$ cat src/rtl/obstacle_renderer.sv
// Multi-slot obstacle engine: spawn/scroll slot state plus a 2-cycle sprite ROM pixel pipeline.
// Lowest-index slot wins both spawn allocation and pixel priority.
module obstacle_renderer #(
  parameter int unsigned SLOTS    = 3,
  parameter int unsigned GROUND   = 150,
  parameter int unsigned SCREEN_W = 320,
  parameter int unsigned W0       = 26,
  parameter int unsigned H0       = 40,
  parameter int unsigned W1       = 34,
  parameter int unsigned H1       = 24,
  parameter logic [11:0] KEY      = 12'hFFF,
  parameter int unsigned ADDR_W   = 17
) (
  input  logic              clk,
  input  logic              rst,
  input  logic [9:0]        h_cnt,
  input  logic [9:0]        v_cnt,
  input  logic              frame_tick,
  input  logic [3:0]        speed,
  input  logic              spawn_valid,
  input  logic              spawn_type,
  output logic              spawn_ready,
  output logic [SLOTS-1:0]  active_mask,
  output logic [ADDR_W-1:0] rom_addr,
  input  logic [11:0]       rom_data,
  output logic              obstacle_px,
  output logic [3:0]        vgaRed,
  output logic [3:0]        vgaGreen,
  output logic [3:0]        vgaBlue
);

  localparam logic [9:0]        W0_P     = 10'(W0);
  localparam logic [9:0]        W1_P     = 10'(W1);
  localparam logic [9:0]        H0_P     = 10'(H0);
  localparam logic [9:0]        H1_P     = 10'(H1);
  localparam logic [9:0]        GROUND_P = 10'(GROUND);
  localparam logic [9:0]        SCREEN_P = 10'(SCREEN_W);
  localparam logic [ADDR_W-1:0] BASE1    = ADDR_W'(W0 * H0);

  logic [SLOTS-1:0] active_q;
  logic [SLOTS-1:0] type_q;
  logic [9:0]       pos_q [SLOTS];

  logic [SLOTS-1:0] spawn_sel;
  logic             spawn_found;
  logic [9:0]       spawn_pos;
  logic             spawn_fire;

  logic [9:0]        h_addr;
  logic [9:0]        v_addr;
  logic [SLOTS-1:0]  slot_hit;
  logic [ADDR_W-1:0] slot_addr [SLOTS];
  logic              hit_any;
  logic [ADDR_W-1:0] sel_addr;

  logic              hit_q;
  logic              hit_d_q;
  logic [ADDR_W-1:0] rom_addr_q;
  logic              px_q;
  logic              px_d;
  logic [11:0]       rgb_q;
  logic              unused_lsb;

  assign unused_lsb  = h_cnt[0] ^ v_cnt[0];
  assign h_addr      = {1'b0, h_cnt[9:1]};
  assign v_addr      = {1'b0, v_cnt[9:1]};
  assign spawn_ready = ~&active_q;
  assign active_mask = active_q;
  assign spawn_pos   = spawn_type ? (SCREEN_P + W1_P) : (SCREEN_P + W0_P);
  assign spawn_fire  = spawn_valid && spawn_ready;

  always_comb begin
    spawn_sel   = '0;
    spawn_found = 1'b0;
    for (int unsigned i = 0; i < SLOTS; i++) begin
      if (!active_q[i] && !spawn_found) begin
        spawn_sel[i] = 1'b1;
        spawn_found  = 1'b1;
      end
    end
  end

  // A slot freed by this tick is still marked active here, so it cannot be reallocated on the same edge.
  always_ff @(posedge clk) begin
    if (rst) begin
      active_q <= '0;
      type_q   <= '0;
      for (int unsigned i = 0; i < SLOTS; i++) pos_q[i] <= '0;
    end else begin
      for (int unsigned i = 0; i < SLOTS; i++) begin
        if (spawn_fire && spawn_sel[i]) begin
          active_q[i] <= 1'b1;
          type_q[i]   <= spawn_type;
          pos_q[i]    <= spawn_pos;
        end else if (frame_tick && active_q[i]) begin
          if (pos_q[i] > {6'd0, speed}) begin
            pos_q[i] <= pos_q[i] - {6'd0, speed};
          end else begin
            active_q[i] <= 1'b0;
            pos_q[i]    <= '0;
          end
        end
      end
    end
  end

  for (genvar g = 0; g < SLOTS; g++) begin : g_slot
    logic [9:0]        w;
    logic [9:0]        top;
    logic [9:0]        x0;
    logic [9:0]        right;
    logic [ADDR_W-1:0] base;
    assign w     = type_q[g] ? W1_P : W0_P;
    assign top   = GROUND_P - (type_q[g] ? H1_P : H0_P);
    assign x0    = (pos_q[g] >= w) ? (pos_q[g] - w) : '0;
    assign right = (pos_q[g] < SCREEN_P) ? pos_q[g] : SCREEN_P;
    assign base  = type_q[g] ? BASE1 : '0;
    assign slot_hit[g] = active_q[g] && (h_addr >= x0) && (h_addr < right) &&
                         (v_addr >= top) && (v_addr < GROUND_P);
    // Column is taken from the unclipped left edge: h - (pos - w) == h + w - pos, non-negative on a hit.
    assign slot_addr[g] = base + ADDR_W'(v_addr - top) * ADDR_W'(w) +
                          (ADDR_W'(h_addr) + ADDR_W'(w) - ADDR_W'(pos_q[g]));
  end

  always_comb begin
    hit_any  = 1'b0;
    sel_addr = rom_addr_q;
    for (int unsigned i = 0; i < SLOTS; i++) begin
      if (slot_hit[i] && !hit_any) begin
        hit_any  = 1'b1;
        sel_addr = slot_addr[i];
      end
    end
  end

  assign px_d = hit_d_q && (rom_data != KEY);

  always_ff @(posedge clk) begin
    if (rst) begin
      rom_addr_q <= '0;
      hit_q      <= 1'b0;
      hit_d_q    <= 1'b0;
      px_q       <= 1'b0;
      rgb_q      <= 12'hFFF;
    end else begin
      rom_addr_q <= sel_addr;
      hit_q      <= hit_any;
      hit_d_q    <= hit_q;
      px_q       <= px_d;
      rgb_q      <= px_d ? rom_data : 12'hFFF;
    end
  end

  assign rom_addr    = rom_addr_q;
  assign obstacle_px = px_q;
  assign vgaRed      = rgb_q[11:8];
  assign vgaGreen    = rgb_q[7:4];
  assign vgaBlue     = rgb_q[3:0];

endmodule

$ cat config.mk
export PLATFORM = sky130hd
export DESIGN_NAME = obstacle_renderer
export DESIGN_NICKNAME = d
export VERILOG_FILES = /design/src/rtl/obstacle_renderer.sv
export SDC_FILE = /design/constraint.sdc
export NUM_CORES = 1
export LEC_CHECK = 0
export BUFFER_PORTS_ARGS = -buffer_cell sky130_fd_sc_hd__buf_2
export CAP_MARGIN = 20
export CORE_UTILIZATION = 60
export DETAILED_ROUTE_END_ITERATION = 16
export PLACE_DENSITY_LB_ADDON = 0.05
export SYNTH_ARGS = -nofsm -noshare
export SYNTH_HDL_FRONTEND = slang
export SYNTH_SLANG_ARGS = --single-unit
$ cat constraint.sdc
create_clock -name clk -period 8.2 [get_ports clk]
set_input_delay 0.82 -clock clk [delete_from_list [all_inputs] [get_ports clk]]
set_output_delay 0.82 -clock clk [all_outputs]
set_load 0.01 [all_outputs]
# Yosys cells after proc, flatten, opt, wreduce, memory -nomap -nowiden
# Memory sizes are Yosys's and may differ from the RTL's.
# Cells that the tools add are included.
[totals]
wordCells = 196
mem_bits_rw = 30
output_inout_bits = 34
n_memories = 1
ff_bits = 38
inputBits = 41
[mem_list]
columns = ["name", "words", "width", "rd", "rd_clocked_by_memory_dff", "write_ports", "line_no", "rtl"]
rows = [
  ["pos_q", 3, 10, 3, 0, 3, "42", "logic [9:0] pos_q [SLOTS];"],
]
[op_classes]
magnitude_cmp = 19
n_eq_ne = 4
reduce_logical = 39
mux = 85
n_bitwise = 10
add_sub_neg = 24
mul = 3
[op_table]
columns = ["op", "count"]
rows = [
  ["$mux W10", 15],
  ["$ge A9 B10 Y1", 6],
  ["$mux W1", 57],
  ["$add A11 B17 Y17", 3],
  ["$add A17 B17 Y17", 3],
  ["$mul A11 B7 Y17", 3],
  ["$mux W17", 3],
  ["$mux W6", 7],
  ["$mux W11", 3],
  ["$sub A10 B10 Y11", 3],
  ["$sub A9 B10 Y11", 3],
  ["$add A9 B6 Y10", 3],
  ["$ge A10 B6 Y1", 3],
  ["$gt A10 B4 Y1", 3],
  ["$lt A10 B9 Y1 const B", 3],
  ["$lt A9 B10 Y1", 3],
  ["$sub A10 B4 Y10", 3],
  ["$sub A10 B6 Y10", 3],
  ["$sub A8 B6 Y9 const A", 3],
  ["$logic_and A1 B1 Y1", 24],
  ["$ne A12 B12 Y1 const B", 1],
  ["$lt A9 B8 Y1 const B", 1],
  ["$or A1 B1 Y1", 9],
  ["$logic_not A1 Y1", 6],
  ["other kinds (7)", 13],
]

# Logic depth before layout (Yosys ltp)
[depth]
ltp_word = 15
depth_mapped = 28
depth_no_buf = 28

# Worst setup path after synthesis
# No wires, ideal clock.
[synth_path]
path_kind = "input to register"
startpoint = "in h_cnt[4]"
endpoint = "reg rom_addr_q[16] (netlist: rom_addr[16])"
t_arrival_ns = 6.019
n_path_buf = 0
path_slack_ns = 2.110
cell_stages = 25
t_required_ns = 8.130
setup_time_ns = 0.070
cell_sequence = "inv_1 -> fa_1 -> inv_1 -> ha_1 -> a21oi_1 -> o21ai_0 -> a21oi_1 -> o21bai_1 -> a21oi_1 -> o21a_1 -> ha_1 -> inv_1 -> fa_1 -> inv_1 -> fa_1 -> inv_1 -> fa_1 -> inv_1 -> ha_1 -> a21o_1 -> a31oi_1 -> o21ai_0 -> a31oi_1 -> mux2_2 -> o2bb2ai_1"
[synth_between]
elab_chain_len = 12
elab_cells_between_ends = 37
cone_classes = "add/sub: 9; order compare: 6; mux: 5; reduce/logical: 17"
[synth_rtl]
columns = ["item", "line_no", "rtl"]
rows = [
  ["start, declared", "16", "input logic [9:0] h_cnt,"],
  ["parallel branches: the longest is 12 deep, another holds $add A17 B17 Y17", "-", ""],
  ["end signal, assigned", "146", "rom_addr_q <= sel_addr;"],
  ["end, declared", "58", "logic [ADDR_W-1:0] rom_addr_q;"],
]
# Parallel ways; which one is timed is not known. The select of a mux whose other input is x is not followed.
# A chain may end at the register's enable or synchronous reset.

# Worst setup path in the final report
# Same ends and word-level chain as after synthesis.

==> metrics.cfg <==
[status]
outcome=finished clean

[global_routing]
grt_antenna_before_repair=0
grt_start_max_net_pins=33
global_route_wire_length_before_repair_mm=52.2
gr-total-overflow=0
grt_use_total_pct=29.9
via_count_of_the_first_global_routing_pass=10500

[critical_path]
cp_data_required_time_ns=8.46
crit_arrival_ns=7.20
timing.critical_path.fanout_max=7
cp_startpoint_kind=input pin
cp_capture_type=flip-flop
criticalPathCategory=in -> reg

[drt]
drt_first_iter_violations=779
vias_per_cell=5.71
avgRoutedWirePerCell_um=17.1
number_of_iterations_in_the_first_detailed_routing_pass=5
antenna_left=0
drc_errors=0
dr_vias=11000
route.final.wire_length_mm=32.9

[yosys]
syn_avg_cell_area_um2=8.42
synth_area_mm2=0.0133
syn-instance-count=1575
yosys_warnings=0
postSynth.asyncResetShare_pct=0
synth_seq_area_share_pct=12.5
ys_seq_elements=68
synth_top_flop_cell=sky130_fd_sc_hd__dfxtp_1
ys_types=76
synth_edf_count=30

[sta]
fmaxAchievable_mhz=144
slew_headroom_pct=49.2
setup_total_negative_slack_ns=0
fin_hold_ws_ns=0.491
finalWorstPathRequiredPeriod_ns=6.94
final_min_period_over_clock_period_pct=84.7
timing.final.max_slew_violations=0
final.setup_skew_ns=0.0170
grt_setup_unrepaired=no
setup-violations-final=0
final-hold-violation-count=0
timing_worst_slew_pin_value_ns=0.753

[finish]
flow.area_growth_from_synthesis_pct=7.20
antenna_cells=0
layout.nets=2048
ratio_of_cells_with_drive_above_1_in_the_final_layout_pct=7.67

[clock_tree]
clock_tree.buffer_depth=2
clkTransAtPathRegs_ns=0.06
tritoncts=yes
worst_skew_pair.late_latency_ns=0.35
clock_sinks=68
htree_levels=3
cts_repair_resize_count=0
cts_buffers=9
clk_root_buffer_cell=sky130_fd_sc_hd__clkbuf_16
cts_hold_repair.buffers=0
post_cts.repair.setup_buffers=0

[floorplan]
width_of_the_die_um=151
core_area_mm2=0.0218
die_area_mm2=0.0227
placementRows=54
io_pins=75
start_util_pct=60.9
die_h_um=151

[pwr]
pwr_density_cell_mw_per_mm2=316
ir_drop_uv=238
p_leak_uw=0.00726
finalPower_uw=4490

[placement]
globalplace.congestion=0.888
port_buffers=72
detailed_place_hpwl_mm=27.4

[run]
max_cap_viol_count=0

[worst_hold_path]
hold_class=reg -> reg

-- flip-flops by register name (all words and copies together) (netlist names) --
name / cells
active_mask: 3
hit_d_q: 1
hit_q: 1
obstacle_px: 1
pos_q: 30
rgb_q: 12
rom_addr: 17
type_q: 3
-- stage by stage --
stage | cells | worst slack (ns) | util (%) | area (um2)
3_5_place_dp | 1906 | 0.993 | 63.9 | 13900
5_1_grt | 1922 | 0.797 | 65.3 | 14200
2_1_floorplan | 1583 | 2.11 | - | 13300
4_1_cts | 1922 | 1.29 | 65.3 | 14200
6_report | 1922 | 1.26 | 65.3 | 14200
3_3_place_gp | 1906 | 1.18 | 63.9 | 13900
-- critical path: stages --
cell	delay [ns]
sky130_fd_sc_hd__buf_2	0.23
sky130_fd_sc_hd__inv_1	0.22
sky130_fd_sc_hd__fa_1	0.57
sky130_fd_sc_hd__inv_1	0.04
sky130_fd_sc_hd__ha_1	0.32
sky130_fd_sc_hd__a21oi_1	0.23
sky130_fd_sc_hd__o21ai_0	0.12
sky130_fd_sc_hd__a21oi_1	0.25
sky130_fd_sc_hd__o21bai_1	0.09
sky130_fd_sc_hd__a21oi_1	0.22
sky130_fd_sc_hd__o21a_1	0.36
sky130_fd_sc_hd__ha_1	0.30
sky130_fd_sc_hd__ha_1	0.30
sky130_fd_sc_hd__fa_1	0.50
sky130_fd_sc_hd__inv_1	0.06
sky130_fd_sc_hd__fa_1	0.54
sky130_fd_sc_hd__inv_1	0.04
sky130_fd_sc_hd__ha_1	0.33
sky130_fd_sc_hd__a21boi_0	0.45
sky130_fd_sc_hd__a31oi_1	0.20
sky130_fd_sc_hd__o21ai_0	0.32
sky130_fd_sc_hd__a31oi_1	0.16
sky130_fd_sc_hd__mux2_2	0.33
sky130_fd_sc_hd__o2bb2ai_1	0.17
-- power by group --
part | internal (uW) | leakage, uW | switching [uW]
Combinational | 1550 | 0.00648 | 2110
Sequential | 373 | 0.000625 | 30.6
Clock | 254 | 0.000148 | 161
-- layout by cell type (no fill, tap or decap), types with 6 or more instances in the layout --
cell                        count
sky130_fd_sc_hd__a211o_1        7
sky130_fd_sc_hd__a211oi_1      12
sky130_fd_sc_hd__a21o_1        30
sky130_fd_sc_hd__a21oi_1       95
sky130_fd_sc_hd__a22o_1         7
sky130_fd_sc_hd__a31oi_1       15
sky130_fd_sc_hd__and2_1        13
sky130_fd_sc_hd__and3_1         6
sky130_fd_sc_hd__buf_2         72
sky130_fd_sc_hd__buf_4          7
sky130_fd_sc_hd__clkbuf_16     10
sky130_fd_sc_hd__conb_1        10
sky130_fd_sc_hd__dfxtp_1       38
sky130_fd_sc_hd__edfxtp_1      30
sky130_fd_sc_hd__fa_1         100
sky130_fd_sc_hd__ha_1         270
sky130_fd_sc_hd__inv_1        279
sky130_fd_sc_hd__mux2i_1       15
sky130_fd_sc_hd__nand2_1       95
sky130_fd_sc_hd__nand2b_1      23
sky130_fd_sc_hd__nand3_1       18
sky130_fd_sc_hd__nand4_1        9
sky130_fd_sc_hd__nor2_1       115
sky130_fd_sc_hd__nor2b_1       25
sky130_fd_sc_hd__nor3_1        29
sky130_fd_sc_hd__o211ai_1       8
sky130_fd_sc_hd__o21a_1        21
sky130_fd_sc_hd__o21ai_0       60
sky130_fd_sc_hd__o21bai_1      12
sky130_fd_sc_hd__or2_2         17
sky130_fd_sc_hd__xnor2_1       85
sky130_fd_sc_hd__xor2_1        21
-- metal layers --
| metal | global-route usage (%) | vias up | routed length, um |
|---|---|---|---|
| li1 | - | 5445 | - |
| met1 | 42.7 | 5240 | 16000 |
| met2 | 47.9 | 254 | 14600 |
| met3 | 4.42 | 40 | 1860 |
| met4 | 5.80 | 0 | 487 |
| met5 | 0 | - | 0 |
-- cell type report --
class | count | area [um2]
timing repair buffer | 79 | 413
clock inverter | 4 | 47.5
sequential | 68 | 1660
multi-input combinational | 1197 | 10400
fill | 1910 | 7550
inverter | 282 | 1060
clock buffer | 12 | 258
tap | 280 | 350
-- Yosys cell counts, types with 23 or more instances --
library cell               count  area (um2)
sky130_fd_sc_hd__inv_1       279        1050
sky130_fd_sc_hd__ha_1        270        3380
sky130_fd_sc_hd__nor2_1      115         432
sky130_fd_sc_hd__fa_1        100        2000
sky130_fd_sc_hd__a21oi_1      95         475
sky130_fd_sc_hd__nand2_1      95         357
sky130_fd_sc_hd__xnor2_1      85         744
sky130_fd_sc_hd__o21ai_0      60         300
sky130_fd_sc_hd__dfxtp_1      38         761
sky130_fd_sc_hd__a21o_1       30         225
sky130_fd_sc_hd__edfxtp_1     30         901
sky130_fd_sc_hd__nor3_1       29         145
sky130_fd_sc_hd__clkbuf_1     26        97.6
sky130_fd_sc_hd__nor2b_1      25         156
sky130_fd_sc_hd__nand2b_1     23         144
-- path summary, 6_finish.rpt --
kind,startpoint,endpoint,slack [ns],cells past startpoint
max reg2reg,type_q[1]$_SDFFE_PP0P_,rom_addr[15]$_SDFFE_PP0P_,1.48,22
min,hit_q$_SDFF_PP0_,hit_d_q$_SDFF_PP0_,0.49,1
min reg2reg,hit_q$_SDFF_PP0_,hit_d_q$_SDFF_PP0_,0.49,1
max,h_cnt[4],rom_addr[16]$_SDFFE_PP0P_,1.26,24
-- cells by family after synthesis --
kind of cell | after synthesis | synth area share, %
simple gates | 374 | 13.5
compound gates | 317 | 15.6
xor+xnor | 106 | 7.00
mux | 20 | 1.56
other cells | 2 | 0.0567
buf+inv | 318 | 9.20
fa+ha+maj | 370 | 40.6
flops | 68 | 12.5
Power figures use the tool's default switching activity.
